==> config.mk <==
export PLATFORM = sky130hd
export DESIGN_NAME = qkv_writeback_ctrl_flat
export DESIGN_NICKNAME = d
export VERILOG_FILES = /design/src/rtl/qkv_writeback_ctrl_if.sv /design/src/rtl/qkv_writeback_ctrl.sv /design/src/flat_wrapper.sv
export SDC_FILE = /design/constraint.sdc
export NUM_CORES = 1
export LEC_CHECK = 0
export ABC_AREA = 1
export ABC_CLOCK_PERIOD_IN_PS = 4000
export CORE_AREA = 4 4 211 213
export CTS_BUF_LIST = sky130_fd_sc_hd__clkbuf_8
export DETAILED_ROUTE_END_ITERATION = 16
export DIE_AREA = 0 0 215 217
export GPL_ROUTABILITY_DRIVEN = 0
export MAX_ROUTING_LAYER = met4
export PLACE_DENSITY_LB_ADDON = 0.2
export SYNTH_ARGS = -nofsm -noshare
export SYNTH_HDL_FRONTEND = slang
export SYNTH_SLANG_ARGS = --single-unit
==> constraint.sdc <==
create_clock -name clk -period 4 [get_ports clk]
set_input_delay 0.6 -clock clk [delete_from_list [all_inputs] [get_ports clk]]
set_output_delay 0.6 -clock clk [all_outputs]
set_load 0.01 [all_outputs]
==> src/rtl/qkv_writeback_ctrl_if.sv <==
// Result-stream handshake plus BRAM port-A write bus for qkv_writeback_ctrl.
// master = stream producer / BRAM side, slave = the writeback controller.
interface qkv_writeback_ctrl_if #(
    parameter int unsigned ADDR_WIDTH = 16,
    parameter int unsigned DATA_WIDTH = 256
);
    logic                  s_valid;
    logic                  s_ready;
    logic [DATA_WIDTH-1:0] s_data;
    logic                  ena;
    logic                  wea;
    logic [ADDR_WIDTH-1:0] addra;
    logic [DATA_WIDTH-1:0] dina;

    modport master (output s_valid, s_data, input s_ready, ena, wea, addra, dina);
    modport slave  (input s_valid, s_data, output s_ready, ena, wea, addra, dina);
endinterface

==> src/rtl/qkv_writeback_ctrl.sv <==
// Streams result beats into the Q/K/V regions of a BRAM, one write per accepted beat.
// Optional macro QKV_WB_ERR_EN adds a sticky err output (invalid select or offset wrap).
module qkv_writeback_ctrl #(
    parameter int unsigned ADDR_WIDTH       = 16,
    parameter int unsigned ORIGINAL_COLUMNS = 768,
    parameter int unsigned ORIGINAL_ROWS    = 512,
    parameter int unsigned NUM_BITS         = 8,
    parameter int unsigned DATA_WIDTH       = 256
) (
    input  logic                 clk,
    input  logic                 rst,
    input  logic                 start_store,
    input  logic                 reset_addr_counter,
    input  logic [2:0]           Buffer_Select,
    input  logic                 Tiles_Control,
    qkv_writeback_ctrl_if.slave  bus,
    output logic                 busy,
    output logic                 store_done
`ifdef QKV_WB_ERR_EN
    ,
    output logic                 err
`endif
);
    localparam int unsigned ROW_WORDS  = ORIGINAL_COLUMNS * NUM_BITS / DATA_WIDTH;
    localparam int unsigned BUF_WORDS  = ORIGINAL_ROWS * ROW_WORDS;
    localparam int unsigned TILE_WORDS = 32 * ROW_WORDS;
    localparam int unsigned OFF_W      = (BUF_WORDS > 1) ? $clog2(BUF_WORDS) : 1;

    typedef enum logic [1:0] {IDLE, STORE, DONE} state_t;

    state_t           state, state_n;
    logic [1:0]       sel_q;
    logic             tiles_q;
    logic [OFF_W-1:0] beat_cnt;
    logic [OFF_W-1:0] offs [3];

    logic                  sel_valid;
    logic                  start_ok;
    logic                  accept;
    logic                  last_beat;
    logic                  off_wrap;
    logic [1:0]            sel_idx;
    logic [OFF_W-1:0]      cur_off;
    logic [OFF_W-1:0]      last_cnt;
    logic [ADDR_WIDTH-1:0] base;

    // Decode of the request and current burst context
    always_comb begin
        sel_valid = (Buffer_Select == 3'b011) || (Buffer_Select == 3'b100) ||
                    (Buffer_Select == 3'b101);
        start_ok  = start_store && sel_valid;
        case (Buffer_Select)
            3'b011:  sel_idx = 2'd0;
            3'b100:  sel_idx = 2'd1;
            default: sel_idx = 2'd2;
        endcase
        case (sel_q)
            2'd0:    base = '0;
            2'd1:    base = ADDR_WIDTH'(BUF_WORDS);
            default: base = ADDR_WIDTH'(2 * BUF_WORDS);
        endcase
        cur_off   = offs[sel_q];
        off_wrap  = (cur_off == OFF_W'(BUF_WORDS - 1));
        last_cnt  = tiles_q ? OFF_W'(TILE_WORDS - 1) : OFF_W'(BUF_WORDS - 1);
        accept    = bus.s_valid && bus.s_ready;
        last_beat = accept && (beat_cnt == last_cnt);
    end

    always_ff @(posedge clk) begin
        if (rst) state <= IDLE;
        else     state <= state_n;
    end

    always_comb begin
        state_n = state;
        case (state)
            IDLE:    if (start_ok) state_n = STORE;
            STORE:   if (last_beat) state_n = DONE;
            DONE:    state_n = IDLE;
            default: state_n = IDLE;
        endcase
    end

    // Registered outputs, burst context and per-buffer offsets
    always_ff @(posedge clk) begin
        if (rst) begin
            sel_q       <= '0;
            tiles_q     <= 1'b0;
            beat_cnt    <= '0;
            for (int i = 0; i < 3; i++) offs[i] <= '0;
            busy        <= 1'b0;
            store_done  <= 1'b0;
            bus.s_ready <= 1'b0;
            bus.ena     <= 1'b0;
            bus.wea     <= 1'b0;
            bus.addra   <= '0;
            bus.dina    <= '0;
        end else begin
            busy        <= (state_n != IDLE);
            bus.s_ready <= (state_n == STORE);
            store_done  <= (state_n == DONE);
            bus.ena     <= accept;
            bus.wea     <= accept;
            if (state == IDLE && start_ok) begin
                sel_q    <= sel_idx;
                tiles_q  <= Tiles_Control;
                beat_cnt <= '0;
            end
            if (state == IDLE && reset_addr_counter) begin
                for (int i = 0; i < 3; i++) offs[i] <= '0;
            end
            // Accepts only occur in STORE, so they never race the IDLE clear
            if (accept) begin
                bus.addra     <= base + ADDR_WIDTH'(cur_off);
                bus.dina      <= bus.s_data;
                offs[sel_q]   <= off_wrap ? '0 : cur_off + OFF_W'(1);
                beat_cnt      <= beat_cnt + OFF_W'(1);
            end
        end
    end

`ifdef QKV_WB_ERR_EN
    always_ff @(posedge clk) begin
        if (rst) err <= 1'b0;
        else if ((state == IDLE && start_store && !sel_valid) || (accept && off_wrap))
            err <= 1'b1;
    end
`endif

endmodule

==> src/flat_wrapper.sv <==
// flat-port wrapper written by rule: the top's interface ports become plain ports
module qkv_writeback_ctrl_flat 
#(
    parameter int unsigned ADDR_WIDTH       = 16,
    parameter int unsigned ORIGINAL_COLUMNS = 768,
    parameter int unsigned ORIGINAL_ROWS    = 512,
    parameter int unsigned NUM_BITS         = 8,
    parameter int unsigned DATA_WIDTH       = 256
)
  (clk, rst, start_store, reset_addr_counter, Buffer_Select, Tiles_Control, busy, store_done, bus_s_valid, bus_s_data, bus_s_ready, bus_ena, bus_wea, bus_addra, bus_dina);
  qkv_writeback_ctrl_if #(.ADDR_WIDTH(ADDR_WIDTH), .DATA_WIDTH(DATA_WIDTH)) bus_i ();
  input  logic clk;
  input  logic rst;
  input  logic start_store;
  input  logic reset_addr_counter;
  input  logic [2:0] Buffer_Select;
  input  logic Tiles_Control;
  output logic busy;
  output logic store_done;
  input wire logic [$bits(bus_i.s_valid)-1:0] bus_s_valid;
  input wire logic [$bits(bus_i.s_data)-1:0] bus_s_data;
  output wire logic [$bits(bus_i.s_ready)-1:0] bus_s_ready;
  output wire logic [$bits(bus_i.ena)-1:0] bus_ena;
  output wire logic [$bits(bus_i.wea)-1:0] bus_wea;
  output wire logic [$bits(bus_i.addra)-1:0] bus_addra;
  output wire logic [$bits(bus_i.dina)-1:0] bus_dina;
  assign bus_i.s_valid = bus_s_valid;
  assign bus_i.s_data = bus_s_data;
  assign bus_s_ready = bus_i.s_ready;
  assign bus_ena = bus_i.ena;
  assign bus_wea = bus_i.wea;
  assign bus_addra = bus_i.addra;
  assign bus_dina = bus_i.dina;
  qkv_writeback_ctrl #(.ADDR_WIDTH(ADDR_WIDTH), .ORIGINAL_COLUMNS(ORIGINAL_COLUMNS), .ORIGINAL_ROWS(ORIGINAL_ROWS), .NUM_BITS(NUM_BITS), .DATA_WIDTH(DATA_WIDTH)) u_core (.clk(clk), .rst(rst), .start_store(start_store), .reset_addr_counter(reset_addr_counter), .Buffer_Select(Buffer_Select), .Tiles_Control(Tiles_Control), .bus(bus_i), .busy(busy), .store_done(store_done));
endmodule
Word-level counts from Yosys, hierarchy flattened
Memories as Yosys holds them, arrays and structs flattened. A register that Yosys moved wholly into a read port is not among the register bits.
Cells that the tools add are included.
{"block": "totals", "reg_bits": 295, "latchBits": 0, "ramBits": 42, "rom_bits": 0, "input_bits": 265, "out_inout_bits": 277, "wordCells": 59, "mem_count": 1}
{"name": "u_core.offs", "depth": 3, "word_bits": 14, "rd": 1, "rd_ports_with_merged_regs": 1, "write_ports": 4, "line_no": "qkv_writeback_ctrl.sv:35", "text": "logic [OFF_W-1:0] offs [3];"}
{"block": "op_classes", "add_sub_neg": 3, "n_mul": 0, "div": 0, "n_lt_le_gt_ge": 0, "n_eq_ne": 9, "n_shift": 0, "muxes": 22, "bitwise": 3, "reduce_logical": 11}
{"cell": "two-way mux 14 bit", "count": 7}
{"cell": "case mux 15 bit (2 select lines)", "count": 1}
{"cell": "adder 14 x 1 -> 14 bit, second input constant", "count": 2}
{"cell": "adder 15 x 14 -> 16 bit", "count": 1}
{"cell": "== test 14 bit", "count": 1}
{"cell": "== test 14 bit, second input constant", "count": 1}
{"cell": "two-way mux 1 bit", "count": 8}
{"cell": "two-way mux 2 bit", "count": 4}
{"cell": "case mux 2 bit (2 select lines)", "count": 2}
{"cell": "== test 2 x 1 -> 1 bit, second input constant", "count": 3}
{"cell": "== test 3 bit, second input constant", "count": 2}
{"cell": "logical AND 1 bit", "count": 5}
{"cell": "logical NOT 2 bit", "count": 2}
{"cell": "nonzero test 2 bit", "count": 2}
{"cell": "== test 3 x 2 -> 1 bit, second input constant", "count": 1}
{"cell": "OR 1 bit", "count": 3}
{"cell": "== test 2 bit, second input constant", "count": 1}
{"cell": "logical OR 1 bit", "count": 2}

Depth between registers and ports, before layout
Gate-level depths: netlist of run 1.
{"block": "logic_depth", "word_depth": 7, "ltp_mapped": 12, "ltp_nobuf": 11}

Worst setup path before layout of run 1
OpenSTA, ideal clock, no wires.
{"block": "synth_timing", "path_kind": "input-to-reg", "startpoint": "in bus_s_valid", "endpoint": "mem u_core.offs[3][0] in the netlist's numbering, enable pin", "setup_time_ns": 0.421, "t_arrival_ns": 2.303, "required_ns": 3.579, "slack_ns": 1.275, "path_stages": 3, "n_path_buf": 1, "path_cell_list": "nand2_1 -> clkbuf_1 -> nor4_1"}
{"element": "start: declaration", "line_no": "flat_wrapper.sv:20", "text": "input wire logic [$bits(bus_i.s_valid)-1:0] bus_s_valid;"}
{"element": "end: declaration", "line_no": "qkv_writeback_ctrl.sv:35"}

==> results of run 1 <==
flip-flops by register name, summed over array words and instances (netlist names), 2 cells and up, named ones only:
register and flops:
u_core.state 2, u_core.sel_q 2, u_core.bus.dina 256, u_core.beat_cnt 14
u_core.bus.addra 16, u_core.offs 56
logic make-up after synthesis:
kind of cell	count (synthesis)	synth area share, %
xor+xnor	2	0.131
simple gates	811	24.9
fa+ha+maj	5	0.525
buf+inv	159	4.81
flops	353	57.1
compound gates	328	12.5
cells in the mapped netlist (2+ instances only):
cell and instances:
a21oi_1 32, or2_2 2, nand2_1 137, a22oi_1 3
dfxtp_1 297, nor2_1 583, nand2_4 2, nor3b_1 2
o21ai_1 2, buf_6 4, inv_1 49, o21ai_0 283
nand2_2 14, nor2_2 4, ha_1 4, a31oi_1 2
inv_2 4, nand3_1 31, nor2_4 4, nand3b_1 2
buf_2 3, edfxtp_1 56, xor2_1 2, nand3_2 13
buf_1 7, buf_4 3, nor3_1 8, nand4_2 2
clkbuf_1 89, nand4_1 6
worst register-to-register path: stages, from the launching register on:
cell	delay (ns)
dfxtp_1	0.81
inv_2	0.36
nand3_2	0.20
nand2_4	0.09
inv_2	0.07
ha_1	0.24
nand3_2	0.14
nor2_4	0.20
nand2_4	0.14
nand3_2	0.14
nor2_1	0.06
power breakdown:
part | switching (mW) | leakage, nW | total (mW) | internal, mW
Clock | 1.48 | 0.736 | 3.34 | 1.86
Sequential | 0.0802 | 3.00 | 3.85 | 3.77
Combinational | 0.541 | 4.01 | 1.14 | 0.598
Total | 2.10 | 7.75 | 8.33 | 6.23
path summary, 6_finish.rpt:
check / start / endpoint / slack (ns) / depth (start not counted)
max: flip-flop / u_core.offs[0][11] / 1.26 / 10
min: u_core.beat_cnt[4] / u_core.beat_cnt[4] / 0.47 / 2
max reg2reg: flip-flop / u_core.offs[0][11] / 1.26 / 10
min reg2reg: u_core.beat_cnt[4] / u_core.beat_cnt[4] / 0.47 / 2
placed cells by master, fill, tap and decap left out, drive strengths merged, types with 2 or more instances in the layout:
cell	n
diode	4
edfxtp	56
clkbuf	80
xor2	2
dfxtp	297
nor3	8
o21ai	286
ha	4
nor3b	2
a22oi	3
inv	80
nand2	153
clkdlybuf4s50	541
or2	2
a31oi	2
a21oi	32
nand4	8
nand3	44
nand3b	2
nor2	591
buf	11
cell type report:
type / instances / share of cell area, %
multi-input cells: 1146 / 24.9
clock buffers: 80 / 5.39
diodes: 4 / 0.0490
inverters: 53 / 1.03
well taps: 546 / 3.34
repair buffers: 552 / 27.2
flip-flops and latches: 353 / 37.3
clock inverters: 30 / 0.729
layer usage:
layer	GRT usage [%]	vias to the layer above	wire [um]	part of all wire (%)
li1	-	6393	-	-
met1	21.7	5785	18500	40
met2	32.2	438	22700	49
met4	7.86	0	1490	3.2
met5	-	-	0	0
met3	6.55	86	3890	8.3
==> results.txt, run 1 <==
CTS tree: built
Tightest Pin Transition: 1.01 ns
fin area: 0.0204 mm^2
hold slack: 0.468 ns
ys async rst share: 0%
Place WS: 0.917 ns
max incr delay on CP: 0.81 ns
Yosys Warn Count: 0
Rel. slew slack: 32.9%
cell taking the most area after synthesis: dfxtp_1
final setup margin: 1.26 ns
Seq/Total Area, Yosys: 57.1%
largest net degree at the start of global routing: 163
DIE HEIGHT: 217 um
Setup Viol. Count Final: 0
Final ANT Viol Nets: 0
Synth Cell Area: 0.0133 mm^2
core area: 0.0427 mm^2
post-route setup TNS: 0 ns
initial drt markers: 697
CTS buffer count: 66
Max Buffers Root-to-Sink: 3
WL/cell: 16.8 um
Via density: 4.60
post-synth top area share: 44.5%
post-synthesis register bit count: 353
Area contributors post-synth: dfxtp_1 45%, nor2_1 16%, edfxtp_1 13%
Worst Path Class, Setup: reg2reg
placed instance area: 0.0192 mm^2
delay-heaviest family, CP: simple AND/OR/NAND/NOR gates
CTS Hold Bufs: 0
Synth Net Count: 1,928
area grow syn2layout: 53.1%
H-tree levels: 3
clk_skew: 0.0339 ns
crit path max fanout: 17
Critical Path AT: 3.05 ns
share of layout cells above drive strength 1: 6.55%
Worst VDD drop: 0.000255 V
Rows: 76
WP buf/inv: 2
DRT Wirelength: 46,600 um
Slowest-stage cell, CP: dfxtp_1
fin nets: 2,442
Starting Density: 31.3%
clock insertion delay at the later pin of the skew report: 0.59 ns
first-pass GRT wire length: 69,800 um
DP HPWL: 32,500 um
vias in the first global route: 12,300
RSZ-0062 raised after global routing: no
multi-input logic area: 0.00509 mm^2
run status: finished clean
fin util: 47.9%
endpoints failing hold: 0
Slew Viols, Final: 0
die area: 0.0467 mm^2
critical-path cell list: inv_2, nand3_2, nand2_4, inv_2, ha_1, nand3_2, nor2_4, nand2_4, nand3_2, nor2_1
die width: 215 um
Worst EP required: 4.31 ns
number of enable flip-flop cells after synthesis: 56
num ports: 542
prevailing post-synth register cell: dfxtp_1
CP most frequent cell: nand3_2
Clock transition at path regs: 0.06 ns
min-delay worst type: reg2reg
Power Dens Cells: 408 mW/mm^2
clk sink count: 353
Mean Syn Cell Area: 8.05 um^2
min Tclk post-route: 2.74 ns
Root Driver: clkbuf_8
Yosys cell types: 38
FMAX: 365 MHz
FILL cells: 4,164
critical path startpoint category: flip-flop
Seq. cell area: 0.00763 mm^2
Post-CTS Setup Repair Bufs: 0
total power: 8.33 mW
Final period util: 68.5%
DP Cell Count: 2,650
IO buf count: 541
Post-CTS Resized: 0
max-cap violations: 0
1st-pass router iterations: 5
Tot GR Track Use: 19.4%
Overflow after GRT: 0
Leak Pwr: 7.75 nW
initial antenna violation count: 4
kind of end point of the critical path: flip-flop
synthesized instance count: 1,658
non-filler cells, final: 2,764
DR DRC count: 0
Via Count: 12,700
Power figures use the tool's default switching activity.
==> run 2: changes to the inputs <==
- ABC_CLOCK_PERIOD_IN_PS: 4000 -> 2600
- clock period: 4 -> 2.6 ns (I/O delays scaled with it)
==> run 2 against run 1 <==
Clock power grew 54%. Utilization grew 0.55 points. Design area grew 1.1%. First-iteration DRC count grew 0.57%. Clock skew shrank 0.020 ns.
==> results.txt, run 2 (same netlist as run 1, synthesis figures left out) <==
Overflow after GRT: 0 (unchanged)
CTS tree: built (unchanged)
Via Count: 12,800 (was 12,700)
fin area: 0.0207 mm^2 (was 0.0204 mm^2)
total power: 12.9 mW (was 8.33 mW)
critical-path cell list: inv_2, buf_4, nand2_1, nand3_1, nand2_1, nor2_1, nand2_2, nor2_4, nand2_4, nand3_2, nor2_1 (was inv_2, nand3_2, nand2_4, inv_2, ha_1, nand3_2, nor2_4, nand2_4, nand3_2, nor2_1)
Tightest Pin Transition: 0.694 ns (was 1.01 ns)
DR DRC count: 0 (unchanged)
Final ANT Viol Nets: 0 (unchanged)
H-tree levels: 3 (unchanged)
Worst VDD drop: 0.000337 V (was 0.000255 V)
Worst EP required: 2.93 ns (was 4.31 ns)
Post-CTS Resized: 0 (unchanged)
max FFs per register: 256 (unchanged)
CTS Hold Bufs: 0 (unchanged)
die width: 215 um (unchanged)
core area: 0.0427 mm^2 (unchanged)
run status: finished clean (unchanged)
largest net degree at the start of global routing: 142 (was 163)
clock insertion delay at the later pin of the skew report: 0.60 ns (was 0.59 ns)
FMAX: 453 MHz (was 365 MHz)
FILL cells: 4,167 (was 4,164)
1st-pass router iterations: 6 (was 5)
Power Dens Cells: 622 mW/mm^2 (was 408 mW/mm^2)
stages on the worst setup path: 11 (was 10)
Critical Path End: u_core.offs[1][9] (was u_core.offs[0][11])
Rows: 76 (unchanged)
Via density: 4.58 (was 4.60)
Cell Int Power: 9.60 mW (was 6.23 mW)
combinational share of power: 14.0% (was 13.7%)
max-cap violations: 0 (unchanged)
Worst Path Class, Setup: reg2reg (unchanged)
sw frac: 25.4% (was 25.2%)
min-delay worst type: in2reg (was reg2reg)
Slowest-stage cell, CP: dfxtp_1 (unchanged)
DIE HEIGHT: 217 um (unchanged)
Psw: 3.26 mW (was 2.10 mW)
clk sink count: 353 (unchanged)
multi-input logic area: 0.00509 mm^2 (unchanged)
Leak Pwr: 7.88 nW (was 7.75 nW)
kind of end point of the critical path: flip-flop (unchanged)
worst r2r dst: u_core.offs[1][9] (was u_core.offs[0][11])
share of layout cells above drive strength 1: 7.56% (was 6.55%)
Largest Register: u_core.bus.dina (unchanged)
post-route setup TNS: 0 ns (unchanged)
first-pass GRT wire length: 71,500 um (was 69,800 um)
vias in the first global route: 12,600 (was 12,300)
initial antenna violation count: 5 (was 4)
RSZ-0062 raised after global routing: no (unchanged)
critical path startpoint category: flip-flop (unchanged)
Post-CTS Setup Repair Bufs: 0 (unchanged)
placed instance area: 0.0194 mm^2 (was 0.0192 mm^2)
initial drt markers: 701 (was 697)
Slew Viols, Final: 0 (unchanged)
most frequent cells in the layout: 583 x nor2_1, 541 x clkdlybuf4s50_1, 297 x dfxtp_1 (unchanged)
area grow syn2layout: 54.8% (was 53.1%)
commonest non-fill, non-tap cell in the layout: nor2_1 (unchanged)
crit path max fanout: 22 (was 17)
CTS buffer count: 66 (unchanged)
Critical Path AT: 2.54 ns (was 3.05 ns)
Tot GR Track Use: 19.9% (was 19.4%)
Final period util: 84.9% (was 68.5%)
Worst R2R Path Depth: 11 (was 10)
IO buf count: 541 (unchanged)
min Tclk post-route: 2.21 ns (was 2.74 ns)
WP buf/inv: 2 (unchanged)
Setup Viol. Count Final: 0 (unchanged)
clk_skew: 0.0141 ns (was 0.0339 ns)
DRT Wirelength: 47,600 um (was 46,600 um)
Rel. slew slack: 53.8% (was 32.9%)
Starting Density: 31.3% (unchanged)
Seq pwr share: 46.1% (was 46.3%)
Clk pwr share: 39.9% (was 40.1%)
max incr delay on CP: 0.34 ns (was 0.81 ns)
Max Buffers Root-to-Sink: 3 (unchanged)
Clock transition at path regs: 0.06 ns (about the same)
delay-heaviest family, CP: simple AND/OR/NAND/NOR gates (unchanged)
WL/cell: 17.1 um (was 16.8 um)
endpoints failing hold: 0 (unchanged)
Seq. cell area: 0.00763 mm^2 (unchanged)
Root Driver: clkbuf_8 (unchanged)
die area: 0.0467 mm^2 (unchanged)
worst reg2reg setup slack: 0.39 ns (was 1.26 ns)
fin nets: 2,464 (was 2,442)
num ports: 542 (unchanged)
DP HPWL: 33,900 um (was 32,500 um)
Top Registers: u_core.bus.dina (256), u_core.offs (56), u_core.bus.addra (16) (unchanged)
## run 2: power groups by stage
| stage | sequential [mW] | combinational [mW] | clock (mW) |
|---|---|---|---|
| global route | 5.95 | 1.97 | 5.59 |
| global placement | 6.03 | 1.80 | 0 |
| floorplan | 6.12 | 0.653 | 0 |
| CTS | 5.93 | 1.82 | 5.32 |
| detailed placement | 6.04 | 1.81 | 0 |
| finish | 5.93 | 1.80 | 5.13 |
## run 2: worst reg2reg max path, stage by stage (launching register included)
cell and delay (ns):
dfxtp_1 0.34, inv_2 0.31, buf_4 0.24, nand2_1 0.07
nand3_1 0.07, nand2_1 0.11, nor2_1 0.22, nand2_2 0.11
nor2_4 0.14, nand2_4 0.15, nand3_2 0.14, nor2_1 0.05
## run 2: worst min path at each step
stage | from | endpoint | slack (ns) | cells after the start
2_1_floorplan | u_core.beat_cnt[4] | u_core.beat_cnt[4] | 0.44 | 2
3_3_place_gp | u_core.beat_cnt[4] | u_core.beat_cnt[4] | 0.45 | 2
3_5_place_dp | u_core.beat_cnt[4] | u_core.beat_cnt[4] | 0.47 | 2
4_1_cts | bus_s_data[106] | u_core.bus.dina[106] | 0.35 | 3
5_1_grt | bus_s_data[225] | u_core.bus.dina[225] | 0.39 | 3
6_report | bus_s_data[0] | u_core.bus.dina[0] | 0.42 | 3
## run 2: layout make-up
type,instances,share of cell area [%]
Sequential cell,353,36.9
Timing Repair Buffer,574,28.0
Multi-Input combinational cell,1146,24.6
Clock buffer,83,5.53
Tap cell,546,3.31
Inverter,53,1.02
Clock inverter,27,0.527
Antenna cell,6,0.0726
## run 2: per-stage QoR
stage	hold WS, ns	setup slack (ns)	utilization [%]	std cells
2_1_floorplan	0.441	0.0853	-	1658
3_3_place_gp	0.454	0.455	45.4	2672
3_5_place_dp	0.467	0.418	45.4	2672
4_1_cts	0.351	0.380	48.4	2782
5_1_grt	0.389	0.154	48.4	2787
6_report	0.416	0.394	48.4	2788
## run 2: routing by layer
layer	global-route usage (%)	vias to the layer above	wire, um
met5	-	-	0
met4	7.34	0	1130
met3	7.11	73	4210
met2	33.5	432	23500
met1	22.0	5817	18800
li1	-	6443	-
==> run 3: changes to the inputs <==
- ABC_CLOCK_PERIOD_IN_PS: 2600 -> 2100
- clock period: 2.6 -> 2.1 ns (I/O delays scaled with it)
==> run 3 against run 2 <==
The flow now stops in detailed routing (5_2_route). Global-route usage rose by 0.31 points. Synthesized cell count unchanged. Area after synthesis is the same.
==> results.txt, run 3 <==
run status: aborted with a tool error (was finished clean)
stage where the run ended: detailed routing (5_2_route)
Log Error: [ERROR DRT-0255] Maze Route cannot find path of net clk in worker of routeBox ( 193200 0 ) ( 215000 48300 ).
initial antenna violation count: 3 (was 5)
first-pass GRT wire length: 72,900 um (was 71,500 um)
Starting Density: 31.3% (unchanged)
Overflow after GRT: 0 (unchanged)
Root Driver: clkbuf_8 (unchanged)
DIE HEIGHT: 217 um (unchanged)
post-synth top area share: 44.5% (unchanged)
Tot GR Track Use: 20.3% (was 19.9%)
Synth top cells by count: 583 x nor2_1, 297 x dfxtp_1, 283 x o21ai_0, 137 x nand2_1, 89 x clkbuf_1 (unchanged)
post-synthesis register bit count: 353 (unchanged)
cell with the most instances after synthesis: nor2_1 (unchanged)
IO buf count: 541 (unchanged)
Rows: 76 (unchanged)
synthesized instance count: 1,658 (unchanged)
ys async rst share: 0% (unchanged)
number of enable flip-flop cells after synthesis: 56 (unchanged)
Synth Cell Area: 0.0133 mm^2 (unchanged)
die width: 215 um (unchanged)
CTS buffer count: 61 (was 66)
vias in the first global route: 12,800 (was 12,600)
CTS Hold Bufs: 0 (unchanged)
clk sink count: 353 (unchanged)
largest net degree at the start of global routing: 129 (was 142)
Yosys cell types: 38 (unchanged)
num ports: 542 (unchanged)
DP HPWL: 35,500 um (was 33,900 um)
Worst-path end type: register input
H-tree levels: 2 (was 3)
Yosys Warn Count: 0 (unchanged)
prevailing post-synth register cell: dfxtp_1 (unchanged)
Seq/Total Area, Yosys: 57.1% (unchanged)
Max Buffers Root-to-Sink: 3 (unchanged)
worst endpoint from the post-global-route timing repair: u_core.offs[1][13]$_SDFFCE_PN0P_/D
Area contributors post-synth: dfxtp_1 45%, nor2_1 16%, edfxtp_1 13% (unchanged)
Synth Net Count: 1,928 (unchanged)
cell taking the most area after synthesis: dfxtp_1 (unchanged)
Mean Syn Cell Area: 8.05 um^2 (unchanged)
## run 3: cell counts after synthesis
Identical to the previous run, type by type.
## run 3: cells by family after synthesis
group	synth area share (%)
AO/OA/AOI/OAI	12.5
XOR/XNOR	0.131
adder cells (fa/ha/maj)	0.525
buffers and inverters	4.81
flip-flops	57.1
AND/OR/NAND/NOR	24.9
## run 3: stage by stage
| stage | std cells | hold slack, ns | setup slack, ns | cell area, um^2 |
|---|---|---|---|---|
| 5_1_grt | 2809 | 0.254 | 0.0188 | 21000 |
| 4_1_cts | 2806 | 0.223 | 0.0349 | 21000 |
| 3_5_place_dp | 2703 | 0.468 | 0.104 | 19800 |
| 3_3_place_gp | 2703 | 0.447 | 0.144 | 19800 |
| 2_1_floorplan | 1658 | 0.406 | 0.177 | 13400 |
## run 3: routing by layer
metal  track usage (%)
met1              22.2
met5                 -
met4              7.11
met3              7.47
met2              34.2
## run 3: timing repair
item                                    4_1_cts  5_1_grt
setup buffers                                 0        0
endpoints found under the setup margin        0       53
gates resized for setup                       0        8
==> run 4: changes to the inputs <==
- CTS_BUF_LIST: sky130_fd_sc_hd__clkbuf_8 -> unset
- MAX_ROUTING_LAYER: met4 -> unset
- PLACE_DENSITY_LB_ADDON: 0.2 -> 0.15
==> run 4 against run 3 <==
The flow now finishes without violations. Global-route usage is 0.15 points lower.
==> results.txt, run 4 (same netlist as run 1, synthesis figures left out) <==
post-route setup TNS: 0 ns
IO buf count: 541 (unchanged)
crit path max fanout: 13
first-pass GRT wire length: 74,200 um (was 72,900 um)
Cell Int Power: 12.8 mW
DR DRC count: 0
clk_skew: 0.0185 ns
DRT Wirelength: 48,900 um
num ports: 542 (unchanged)
WHS Path Cells: 3
Power Dens Cells: 805 mW/mm^2
Critical Path AT: 2.23 ns
hold endpoint: u_core.bus.dina[25]
Via Count: 12,700
DP HPWL: 35,200 um (was 35,500 um)
Place WS: 0.0912 ns (was 0.104 ns)
final setup margin: 0.162 ns
sw frac: 24.2%
worst r2r dst: u_core.offs[0][13]
DIE HEIGHT: 217 um (unchanged)
Worst VDD drop: 0.000498 V
Seq pwr share: 43.5%
Rows: 76 (unchanged)
Slowest-stage cell, CP: dfxtp_2
Clk pwr share: 43.1%
WL/cell: 17.7 um
Overflow after GRT: 0 (unchanged)
area grow syn2layout: 57.2%
Final ANT Viol Nets: 0
run status: finished clean (was aborted with a tool error)
Worst Path Class, Setup: reg2reg
fin util: 49.1%
endpoints failing hold: 0
max FFs per register: 256
Final period util: 92.3%
initial antenna violation count: 6 (was 3)
hold slack: 0.384 ns
Top Registers: u_core.bus.dina (256), u_core.offs (56), u_core.bus.addra (16)
Rel. slew slack: 68.0%
FMAX: 516 MHz
Worst EP required: 2.39 ns
CTS Hold Bufs: 0 (unchanged)
kind of end point of the critical path: flip-flop
vias in the first global route: 12,600 (was 12,800)
Largest Register: u_core.bus.dina
Clock transition at path regs: 0.06 ns
Worst R2R Path Depth: 12
critical path startpoint category: flip-flop
CTS buffer count: 42 (was 61)
CTS tree: built
min-delay src: bus_s_data[25]
1st-pass router iterations: 5
Root Driver: clkbuf_16 (was clkbuf_8)
Tot GR Track Use: 20.1% (was 20.3%)
die area: 0.0467 mm^2
core area: 0.0427 mm^2
min-delay worst type: in2reg
Psw: 4.09 mW
Tightest Pin Transition: 0.480 ns
die width: 215 um (unchanged)
Setup Viol. Count Final: 0
worst reg2reg setup slack: 0.16 ns
largest net degree at the start of global routing: 122 (was 129)
Starting Density: 31.3% (unchanged)
most frequent cells in the layout: 583 x nor2_1, 541 x clkdlybuf4s50_1, 296 x dfxtp_1
clock insertion delay at the later pin of the skew report: 0.55 ns
commonest non-fill, non-tap cell in the layout: nor2_1
fin nets: 2,456
clk sink count: 353 (unchanged)
WP buf/inv: 3
max incr delay on CP: 0.34 ns
H-tree levels: 2 (unchanged)
share of layout cells above drive strength 1: 7.45%
Via density: 4.61
Slew Viols, Final: 0
delay-heaviest family, CP: simple AND/OR/NAND/NOR gates
critical-path cell list: inv_2, buf_12, nand2_1, nand3_1, nand2_1, buf_4, nor2_1, nand2_2, nor2_2, nand3_1, nand3_2, nor2_1
min Tclk post-route: 1.94 ns
RSZ-0062 raised after global routing: yes
initial drt markers: 785
combinational share of power: 13.5%
max-cap violations: 0
Leak Pwr: 7.92 nW
Post-CTS Setup Repair Bufs: 0 (unchanged)
Max Buffers Root-to-Sink: 3 (unchanged)
[run 4: per-stage QoR]
step	total power [mW]	cells	cell area, um^2
6_report	16.9	2767	21000
5_1_grt	17.6	2766	21000
4_1_cts	17.1	2762	21000
3_5_place_dp	9.77	2688	19600
3_3_place_gp	9.75	2688	19600
2_1_floorplan	8.39	1658	13400
[run 4: power groups by stage]
stage               sequential [mW]  combinational, mW  clock [mW]
floorplan                      7.58              0.809           0
detailed placement             7.48               2.29           0
finish                         7.34               2.28        7.27
global placement               7.47               2.28           0
global route                   7.37               2.50        7.76
CTS                            7.34               2.30        7.47
[run 4: cell type report]
class | count | area [um^2]
Tap cell | 546 | 683
Fill cell | 4146 | 21700
Antenna cell | 5 | 12.5
Inverter | 53 | 214
Multi-Input combinational cell | 1146 | 5090
Clock buffer | 63 | 1260
Clock inverter | 11 | 118
Sequential cell | 353 | 7630
Timing Repair Buffer | 590 | 5970
[run 4: layer usage]
| layer | vias up | global-route usage (%) | share of wire, % |
|---|---|---|---|
| li1 | 6407 | - | - |
| met1 | 5885 | 23.3 | 40 |
| met2 | 382 | 35.5 | 50 |
| met3 | 67 | 6.42 | 7.8 |
| met4 | 4 | 6.36 | 2.3 |
| met5 | - | 0 | 0.055 |
[run 4: worst max path at each step]
stage	startpoint	end	slack [ns]	depth (start not counted)
floorplan	u_core.bus.s_ready	u_core.offs[3][0]	0.18	3
global placement	rst	u_core.offs[0][8]	0.12	5
detailed placement	flip-flop	u_core.offs[0][9]	0.09	9
CTS	flip-flop	u_core.offs[0][9]	0.08	9
global route	flip-flop	u_core.offs[2][0]	-0.005	11
finish	flip-flop	u_core.offs[0][13]	0.16	12
[run 4: timing repair]
| item | CTS | global route |
|---|---|---|
| endpoints found under the hold margin | 0 | 0 |
| endpoints found under the setup margin | 0 | 42 |
| gates resized for setup | 0 | 4 |
[run 4: worst reg2reg max path: cells and delay by family (launching register included)]
kind / cells / cell delay, ns
buffers and inverters: 3 / 0.44
DFF: 1 / 0.34
and+or+nand+nor: 9 / 0.90
